==> config.mk <==
export PLATFORM = sky130hd
export DESIGN_NAME = seg7_scan_ctrl_flat
export DESIGN_NICKNAME = d
export VERILOG_FILES = /design/src/rtl/seg7_scan_ctrl_pkg.sv /design/src/rtl/seg7_scan_ctrl_if.sv /design/src/rtl/seg7_tick_gen.sv /design/src/rtl/seg7_scan_ctrl.sv /design/src/flat_wrapper.sv
export SDC_FILE = /design/constraint.sdc
export NUM_CORES = 1
export LEC_CHECK = 0
export BUFFER_PORTS_ARGS = -buffer_cell sky130_fd_sc_hd__buf_2
export CORE_MARGIN = 2
export CORE_UTILIZATION = 52
export DETAILED_ROUTE_END_ITERATION = 10
export PLACE_DENSITY = 0.75
export SYNTH_ARGS = -nofsm -noshare
export SYNTH_HDL_FRONTEND = slang
export SYNTH_HIERARCHICAL = 1
export SYNTH_SLANG_ARGS = --single-unit
==> constraint.sdc <==
create_clock -name clk -period 3.5 [get_ports clk]
set_input_delay 0.175 -clock clk [delete_from_list [all_inputs] [get_ports clk]]
set_output_delay 0.175 -clock clk [all_outputs]
set_load 0.005 [all_outputs]
==> src/rtl/seg7_scan_ctrl_pkg.sv <==
// Shared types and helpers for the multiplexed 7-segment scan controller.
package seg7_pkg;

    // Scan phases: all anodes dark (GUARD) or one digit lit (DRIVE).
    typedef enum logic {
        S_GUARD = 1'b0,
        S_DRIVE = 1'b1
    } scan_state_t;

    // Widest display the controller is sized for.
    localparam int MAX_DIGITS = 8;

    // Inactive anode vector for an n-digit display, zero-extended to MAX_DIGITS.
    function automatic logic [MAX_DIGITS-1:0] an_inactive(input int n, input bit active_low);
        logic [MAX_DIGITS-1:0] v;
        v = '0;
        for (int i = 0; i < MAX_DIGITS; i++) begin
            if ((i < n) && active_low) begin
                v[i] = 1'b1;
            end
        end
        return v;
    endfunction

endpackage

==> src/rtl/seg7_scan_ctrl_if.sv <==
// Signal bundle between the frame producer / display and the scan controller.
interface seg7_scan_ctrl_if #(
    parameter int NUM_DIGITS = 4
);
    import seg7_pkg::*;

    localparam int IDX_W = $clog2(NUM_DIGITS);

    // Frame write handshake: a frame is transferred on every clock edge where
    // load (valid) and ready are both 1. data_in is only meaningful while load
    // is 1. ready drops the cycle after a transfer and stays 0 until that frame
    // has been committed to the display; load while ready = 0 is dropped, not
    // queued, and the producer may deassert load at any time.
    logic                    en;
    logic                    load;
    logic                    ready;
    logic [4*NUM_DIGITS-1:0] data_in;
    logic [NUM_DIGITS-1:0]   blank_mask;
    logic [3:0]              nibble_out;
    logic [NUM_DIGITS-1:0]   an;
    logic [IDX_W-1:0]        digit_idx;
    logic                    frame_tick;
    scan_state_t             dbg_state;

    modport master (
        output en, load, data_in, blank_mask,
        input  ready, nibble_out, an, digit_idx, frame_tick, dbg_state
    );

    modport slave (
        input  en, load, data_in, blank_mask,
        output ready, nibble_out, an, digit_idx, frame_tick, dbg_state
    );

endinterface

==> src/rtl/seg7_tick_gen.sv <==
// Loadable down-counter timing both the guard and the drive intervals.
// A start pulse loads len-1; done is high during the last cycle of the interval.
module seg7_tick_gen #(
    parameter int               CNT_W   = 4,
    parameter logic [CNT_W-1:0] RST_VAL = '0
) (
    input  logic             clk,
    input  logic             reset,
    input  logic             start,
    input  logic [CNT_W-1:0] len,
    output logic             done
);

    logic [CNT_W-1:0] r_cnt;

    // Load on start, otherwise count down and park at zero.
    always_ff @(posedge clk or posedge reset) begin
        if (reset) begin
            r_cnt <= RST_VAL;
        end else if (start) begin
            r_cnt <= len - 1'b1;
        end else if (r_cnt != '0) begin
            r_cnt <= r_cnt - 1'b1;
        end
    end

    assign done = (r_cnt == '0);

endmodule

==> src/rtl/seg7_scan_ctrl.sv <==
// Time-multiplexes one shared 4-bit-to-7-segment decoder across NUM_DIGITS
// digits, with a double-buffered frame that only changes at frame boundaries.
module seg7_scan_ctrl
    import seg7_pkg::*;
#(
    parameter int NUM_DIGITS    = 4,
    parameter int REFRESH_DIV   = 50000,
    parameter int GUARD_CYC     = 16,
    parameter int ACTIVE_LOW_AN = 1
) (
    input  logic            clk,
    input  logic            reset,
    seg7_scan_ctrl_if.slave bus
);

    localparam int IDX_W   = $clog2(NUM_DIGITS);
    localparam int CNT_MAX = (REFRESH_DIV > GUARD_CYC) ? REFRESH_DIV : GUARD_CYC;
    localparam int CNT_W   = $clog2(CNT_MAX + 1);

    localparam logic [CNT_W-1:0]      GUARD_LEN  = CNT_W'(GUARD_CYC);
    localparam logic [CNT_W-1:0]      DRIVE_LEN  = CNT_W'(REFRESH_DIV);
    localparam logic [IDX_W-1:0]      LAST_IDX   = IDX_W'(NUM_DIGITS - 1);
    localparam logic [MAX_DIGITS-1:0] AN_OFF_ALL = an_inactive(NUM_DIGITS, ACTIVE_LOW_AN != 0);
    localparam logic [NUM_DIGITS-1:0] AN_OFF     = AN_OFF_ALL[NUM_DIGITS-1:0];

    scan_state_t             r_state;
    logic [IDX_W-1:0]        r_digit_idx;
    logic [4*NUM_DIGITS-1:0] r_shadow;
    logic [4*NUM_DIGITS-1:0] r_pending_buf;
    logic                    r_pending;
    logic                    r_ready;
    logic                    r_frame_tick;
    logic [3:0]              r_nibble;
    logic [NUM_DIGITS-1:0]   r_an;

    logic                    w_done;
    logic                    w_start;
    logic [CNT_W-1:0]        w_len;
    scan_state_t             w_state_nxt;
    logic [IDX_W-1:0]        w_idx_nxt;
    logic                    w_wrap;
    logic                    w_commit;
    logic [4*NUM_DIGITS-1:0] w_shadow_nxt;
    logic [NUM_DIGITS-1:0]   w_sel;
    logic                    w_lit;

    // The guard counter comes out of reset preloaded, so the very first guard
    // interval is as long as every later one.
    seg7_tick_gen #(
        .CNT_W   (CNT_W),
        .RST_VAL (GUARD_LEN - 1'b1)
    ) u_tick_gen (
        .clk   (clk),
        .reset (reset),
        .start (w_start),
        .len   (w_len),
        .done  (w_done)
    );

    // Next scan position, interval restarts and frame commit decision.
    // While disabled the counter is kept reloaded with a guard interval, so
    // re-enabling always begins with a full guard on the held digit.
    always_comb begin
        w_state_nxt = r_state;
        w_idx_nxt   = r_digit_idx;
        w_wrap      = 1'b0;
        w_start     = 1'b0;
        w_len       = GUARD_LEN;
        if (!bus.en) begin
            w_state_nxt = S_GUARD;
            w_start     = 1'b1;
        end else if (w_done) begin
            w_start = 1'b1;
            if (r_state == S_GUARD) begin
                w_state_nxt = S_DRIVE;
                w_len       = DRIVE_LEN;
            end else begin
                w_state_nxt = S_GUARD;
                if (r_digit_idx == LAST_IDX) begin
                    w_idx_nxt = '0;
                    w_wrap    = 1'b1;
                end else begin
                    w_idx_nxt = r_digit_idx + 1'b1;
                end
            end
        end
        // A dark display (en = 0) cannot tear, so a waiting frame goes in at once.
        w_commit     = r_pending & (w_wrap | ~bus.en);
        w_shadow_nxt = w_commit ? r_pending_buf : r_shadow;
        w_sel        = {{(NUM_DIGITS-1){1'b0}}, 1'b1} << w_idx_nxt;
        w_lit        = (w_state_nxt == S_DRIVE) && !bus.blank_mask[w_idx_nxt];
    end

    // Scan FSM, frame buffers, handshake and all registered outputs.
    always_ff @(posedge clk or posedge reset) begin
        if (reset) begin
            r_state       <= S_GUARD;
            r_digit_idx   <= '0;
            r_shadow      <= '0;
            r_pending_buf <= '0;
            r_pending     <= 1'b0;
            r_ready       <= 1'b1;
            r_frame_tick  <= 1'b0;
            r_nibble      <= 4'h0;
            r_an          <= AN_OFF;
        end else begin
            r_state      <= w_state_nxt;
            r_digit_idx  <= w_idx_nxt;
            r_shadow     <= w_shadow_nxt;
            r_frame_tick <= w_wrap;
            // The decoder input follows the next digit even in guard, so it
            // has settled before the anode turns on.
            r_nibble     <= w_shadow_nxt[{w_idx_nxt, 2'b00} +: 4];
            r_an         <= w_lit ? (AN_OFF ^ w_sel) : AN_OFF;
            if (w_commit) begin
                r_pending <= 1'b0;
                r_ready   <= 1'b1;
            end else if (bus.load && r_ready) begin
                r_pending_buf <= bus.data_in;
                r_pending     <= 1'b1;
                r_ready       <= 1'b0;
            end
        end
    end

    assign bus.ready      = r_ready;
    assign bus.nibble_out = r_nibble;
    assign bus.an         = r_an;
    assign bus.digit_idx  = r_digit_idx;
    assign bus.frame_tick = r_frame_tick;
    assign bus.dbg_state  = r_state;

endmodule
==> src/flat_wrapper.sv <==
// flat-port wrapper written by rule: the top's interface ports become plain ports
module seg7_scan_ctrl_flat import seg7_pkg::*;
#(
    parameter int NUM_DIGITS    = 4,
    parameter int REFRESH_DIV   = 50000,
    parameter int GUARD_CYC     = 16,
    parameter int ACTIVE_LOW_AN = 1
)
  (clk, reset, bus_en, bus_load, bus_data_in, bus_blank_mask, bus_ready, bus_nibble_out, bus_an, bus_digit_idx, bus_frame_tick, bus_dbg_state);
  seg7_scan_ctrl_if #(.NUM_DIGITS(NUM_DIGITS)) bus_i ();
  input  logic clk;
  input  logic reset;
  input wire logic [$bits(bus_i.en)-1:0] bus_en;
  input wire logic [$bits(bus_i.load)-1:0] bus_load;
  input wire logic [$bits(bus_i.data_in)-1:0] bus_data_in;
  input wire logic [$bits(bus_i.blank_mask)-1:0] bus_blank_mask;
  output wire logic [$bits(bus_i.ready)-1:0] bus_ready;
  output wire logic [$bits(bus_i.nibble_out)-1:0] bus_nibble_out;
  output wire logic [$bits(bus_i.an)-1:0] bus_an;
  output wire logic [$bits(bus_i.digit_idx)-1:0] bus_digit_idx;
  output wire logic [$bits(bus_i.frame_tick)-1:0] bus_frame_tick;
  output wire logic [$bits(bus_i.dbg_state)-1:0] bus_dbg_state;
  assign bus_i.en = bus_en;
  assign bus_i.load = bus_load;
  assign bus_i.data_in = bus_data_in;
  assign bus_i.blank_mask = bus_blank_mask;
  assign bus_ready = bus_i.ready;
  assign bus_nibble_out = bus_i.nibble_out;
  assign bus_an = bus_i.an;
  assign bus_digit_idx = bus_i.digit_idx;
  assign bus_frame_tick = bus_i.frame_tick;
  assign bus_dbg_state = bus_i.dbg_state;
  seg7_scan_ctrl #(.NUM_DIGITS(NUM_DIGITS), .REFRESH_DIV(REFRESH_DIV), .GUARD_CYC(GUARD_CYC), .ACTIVE_LOW_AN(ACTIVE_LOW_AN)) u_core (.clk(clk), .reset(reset), .bus(bus_i));
endmodule
# Word level (Yosys, flattened, before mapping)
# Index checks and enable logic that the tools add are counted.
# totals
in_bits	24
reg_bits	62
elab_cells	56
output_inout_bits	13
# classes
add_sub_neg	3
order_cmp	1
bitwise_logic	5
reduce_logical	8
eq_ne	1
shift	2
n_mux	26
# op_table
operator	n
16-bit 2-to-1 mux	6
16-bit by 1-bit subtractor with 16-bit output, second input constant	2
16-bit zero test	1
16-bit nonzero test	1
16-bit by 5-bit indexed part select with 4-bit output	1
1-bit 2-to-1 mux	14
2-bit 2-to-1 mux	4
4-bit 2-to-1 mux	1
4-bit inverter	1
2-bit nonzero test	2
1-bit by 2-bit left shift with 4-bit output, first input constant	1
2-bit by 3-bit < comparator with 1-bit output, second input constant	1
2-bit by 1-bit adder with 2-bit output, second input constant	1
1-bit binary-select mux with 2-bit select	1
2-bit == test, second input constant	1
1-bit logical AND	2
1-bit inverter	2
2-bit AND reduction	1
1-bit bitwise AND	1
1-bit zero test	1
1-bit OR	1

# Longest topological paths before layout
# logic_depth
depth_word	10
depth_mapped	14
mapped_depth_nobuf	11

# Hierarchy
# Netlist, hierarchy kept.
# by_module_without_submodules
module	instances	seq_area_each_um2	area_each_um2	cells_per_inst
seg7_scan_ctrl	1	1157.4	1929.4	127
seg7_tick_gen	1	405.4	1275.0	136

# Worst setup path before layout
# Ideal clock, no wire load.
# synth_timing
path_type	register to register
from	reg u_core.u_tick_gen.r_cnt[6]
to	reg u_core.u_tick_gen.r_cnt[14]
period_less_slack_ps	3730
n_path_buf	3
required_time_ps	3357
arrival_time_ps	3588
setup_time_ps	143
stages_incl_launch_ff	15
setup_slack_ps	-230
cell_sequence	dfrtp_1 or4_4 nor4_2 nand3_1 inv_2 nand2b_1 buf_2 buf_6 clkbuf_1 mux2i_1 ha_1 o21ai_2 a2111oi_2 xnor2_1 o221ai_1
# synth_between
elab_cells_between_ends	11
cone_classes	add/sub: 2; mux: 6; reduce/logical: 3
# synth_rtl
element	line	source
start: declaration	seg7_tick_gen.sv:14	logic [CNT_W-1:0] r_cnt;
start signal: assignment	seg7_tick_gen.sv:21	r_cnt <= len - 1'b1;
start signal: assignment	seg7_tick_gen.sv:23	r_cnt <= r_cnt - 1'b1;
16-bit zero test (*)	seg7_tick_gen.sv:27	assign done = (r_cnt == '0);
via u_core.w_done	seg7_scan_ctrl.sv:36	logic w_done;
1-bit 2-to-1 mux (*)	seg7_scan_ctrl.sv:72	end else if (w_done) begin
1-bit 2-to-1 mux (*)	seg7_scan_ctrl.sv:69	if (!bus.en) begin
via u_core.w_start	seg7_scan_ctrl.sv:37	logic w_start;
16-bit 2-to-1 mux / 2-bit nonzero test (equally long branches)	--	
# The timed path passes the listed nets; every way through them passes the cells marked *. The select of a mux whose other input is x is not followed.
# A chain may end at the register's enable or synchronous reset.

# Final worst setup path
# layout_timing
from	reg u_core.u_tick_gen.r_cnt[7]
to	reg u_core.r_nibble[3] (netlist: u_core/bus.nibble_out[3])
# layout_between
elab_chain_len	7
elab_cells_between_ends	9
cone_classes	shift: 1; mux: 5; bitwise: 2; reduce/logical: 1
# layout_lines
element	line	source
16-bit zero test	seg7_tick_gen.sv:27	
via u_core.w_done	seg7_scan_ctrl.sv:36	
1-bit 2-to-1 mux	seg7_scan_ctrl.sv:72	
1-bit 2-to-1 mux	seg7_scan_ctrl.sv:69	
1-bit OR	seg7_scan_ctrl.sv:88	w_commit = r_pending & (w_wrap | ~bus.en);
1-bit bitwise AND	seg7_scan_ctrl.sv:88	
16-bit 2-to-1 mux	seg7_scan_ctrl.sv:89	w_shadow_nxt = w_commit ? r_pending_buf : r_shadow;
via u_core.w_shadow_nxt[7]	seg7_scan_ctrl.sv:43	logic [4*NUM_DIGITS-1:0] w_shadow_nxt;
16-bit by 5-bit indexed part select with 4-bit output	seg7_scan_ctrl.sv:113	r_nibble <= w_shadow_nxt[{w_idx_nxt, 2'b00} +: 4];
end signal: assignment	seg7_scan_ctrl.sv:113	
end: declaration	seg7_scan_ctrl.sv:33	logic [3:0] r_nibble;
# The timed path passes the listed nets, and every way through them passes these cells.

==> out/metrics.yaml <==
cells_and_area:
  antenna_cells: 0
  drive_above_1_share: 0.356
  utilization: 0.642
  most-common-layout-cells: "dfrtp_1 (53), buf_2 (36), conb_1 (35)"
  layout_commonest_cell: "dfrtp_1"
  syn2layout_area_growth_pct: 19.4
  nNetsFinal: 373
clocking:
  cts_setup_buffers: 0
  cts_inserted_buffers: 9
  clk_pin_slew_worst_paths_ns: 0.07
  cts_buffer_depth: 2
  numClockSinks: 62
  clk_latency_ns: 0.35
  cts_tree: "yes"
  cts_root_buf: "clkbuf_8"
  htree_levels: 3
worst_setup_path:
  cp_slowest_cell: "or4_4"
  slowest_delay_ns: 0.60
  critPathTopFamily: "simple AND/OR/NAND/NOR gates"
  end_kind: "flip-flop"
  crit_arrival_ns: 3.42
  path_cells: "or4_4 > nor4_4 > nand3_1 > inv_2 > buf_4 > nand3_1 > a21boi_2 > buf_4 > mux2_2 > o22ai_1 > nor2_1"
  r2r_start: "u_core/u_tick_gen/r_cnt[7]$_DFFE_PP0P_"
  critPathBufInv: 3
  cp-start-kind: "flip-flop"
  path_max_fanout: 9
  critPathLaunch: "u_core/u_tick_gen/r_cnt[7]$_DFFE_PP0P_"
  critical_path_class: "flip-flop to flip-flop"
  cp.required_ns: 3.74
global_routing:
  grt_first_pass_wirelength_mm: 10.3
  top_usage_layer: "met2"
  track_usage: 0.208
  use_met3: 0.0489
  grtUsageMet2: 0.305
  grt_pass1_vias: 2071
  overflow: 0
  antenna_found_initial: 0
  use_met1: 0.298
  grt_max_degree: 47
route:
  vias: 2231
  first_iter_violations: 87
  antenna_left: 0
  wl_per_cell_um: 14.6
  viasPerCell: 5.24
  dr.pass1.iters: 4
  drt_wl_total_mm: 6.23
  drc: 0
sta:
  fmax_ghz: 0.314
  min_period_ns: 3.18
  grt_setup_unrepaired: "no"
  worstMarginPinSlew_ns: 0.673
  hold_viol: 0
  fin_setup_tns_ns: 0
  slew_viol_final: 0
  finalSetupViolations: 0
  slew_headroom: 0.551
  clock_skew_ns: 0.00678
  min_period_over_period: 0.910
worst_hold_path:
  worstHoldStart: "bus_blank_mask[1]"
  hold_path_class: "input pin to flip-flop"
synthesis:
  synth_cells: 263
  ys_top_cells_by_area: "dfrtp_1 (41%), mux2_4 (8.4%), dfstp_2 (7.4%)"
  yosysTopAreaCell: "dfrtp_1"
  async_flop_share: 1.00
  ys_seq_area_frac: 0.488
  synth_top_flop_cell: "dfrtp_1"
  synth_cell_types: 61
  synth.avg_cell_area_um2: 12.2
  synth_edf_count: 0
  ys_warn_count: 6
  synth-seq-cells: 62
  yosysTopAreaCellShare: 0.414
  synth_area_mm2: 0.00320
place:
  place.gp.congestion: 0.884
  portBuffers: 36
  hpwl_mm: 4.55
floorplanning:
  ios: 37
  fp-row-count: 28
  die_w_um: 82.5
  start_util: 0.538
  die_h_um: 82.5
  die-area_mm2: 0.00681
  core_mm2: 0.00596
power_and_ir_drop:
  peakVddDrop_uv: 345
  p_per_area_mw_per_mm2: 408
  leakagePower_nw: 1.86
  power_mw: 1.56
run_status:
  status: "complete, no violations"
run:
  drv_cap: 0
==> sequential cells by signal, indices dropped and copies added, names as in the netlist <==
name,flops
u_core/r_pending,1
u_core/r_pending_buf,16
u_core/bus.an,4
u_core/u_tick_gen/r_cnt,16
u_core/r_shadow,16
u_core/bus.ready,1
u_core/bus.dbg_state,1
u_core/bus.nibble_out,4
u_core/bus.frame_tick,1
u_core/bus.digit_idx,2
==> Yosys cell counts, drive strengths merged, types with 3 or more instances <==
| cell type | count |
|---|---|
| dfrtp | 53 |
| mux2 | 33 |
| o22ai | 17 |
| nor2 | 16 |
| nand2 | 14 |
| xor2 | 13 |
| inv | 10 |
| dfstp | 9 |
| a21oi | 8 |
| or3 | 8 |
| nor3 | 7 |
| xnor2 | 7 |
| o21ai | 6 |
| buf | 5 |
| mux2i | 5 |
| nor4 | 5 |
| nand3 | 4 |
| clkbuf | 3 |
| ha | 3 |
| nand3b | 3 |
| nor3b | 3 |
| o211ai | 3 |
==> worst paths after layout <==
check,slack (ns),endpoint,depth (start not counted)
worst max-delay path,0.32,u_core/bus.nibble_out[3]$_DFF_PP0_,11
worst min-delay path,0.04,u_core/bus.an[1]$_DFF_PP1_,2
worst max register to register,0.32,u_core/bus.nibble_out[3]$_DFF_PP0_,11
worst min register to register,0.50,u_core/r_shadow[15]$_DFF_PP0_,1
max in group asynchronous,2.59,u_core/u_tick_gen/r_cnt[8]$_DFFE_PP0P_,3
min in group asynchronous,0.48,u_core/u_tick_gen/r_cnt[15]$_DFFE_PP0P_,3
==> kinds of logic after synthesis <==
group / after synthesis / share of synthesized area
buffers and inverters: 18 / 0.0363
DFF: 62 / 0.488
muxes: 38 / 0.158
AOI/OAI and AO/OA: 49 / 0.111
adders and majority gates: 3 / 0.0117
other: 2 / 0.00234
xor gates and xnor gates: 20 / 0.0547
and+or+nand+nor: 71 / 0.139
==> power breakdown <==
group          internal, mW  switching, mW  leakage (nW)
registers             0.748         0.0333         0.821
logic                0.0742         0.0957         0.936
clock network         0.327          0.281         0.100
total                  1.15          0.410          1.86
==> through the flow <==
| step | hold slack, ns | worst slack (ns) | instances | area [µm²] |
|---|---|---|---|---|
| 2_1_floorplan | 0.0859 | 0.0217 | 296 | 3360 |
| 6_report | 0.0365 | 0.316 | 426 | 3820 |
| 3_5_place_dp | 0.326 | 0.251 | 409 | 3620 |
| 4_1_cts | 0.0267 | 0.231 | 426 | 3820 |
| 3_3_place_gp | 0.329 | 0.358 | 409 | 3620 |
| 5_1_grt | 0.0398 | 0.121 | 426 | 3820 |
==> per-layer routing <==
layer  up-vias  part of all wire
li1       1087                 -
met5         -                 0
met2        43              0.46
met1      1090              0.48
met3        11             0.041
met4         0             0.014
==> cell type report <==
type / instances / area [µm²]
inverter: 10 / 37.5
fill: 481 / 2130
multi-input combinational: 216 / 1680
clock inverter: 6 / 62.6
clock buffer: 10 / 128
timing repair buffer: 47 / 265
tap: 75 / 93.8
sequential: 62 / 1560
==> what timing repair did <==
| action | CTS | global route |
|---|---|---|
| hold endpoints to repair | 53 | 0 |
| setup endpoints to repair | 0 | 1 |
| resized for setup | 0 | 1 |
| hold buffers | 1 | 0 |
No activity file was read; power rests on OpenSTA's default activity.
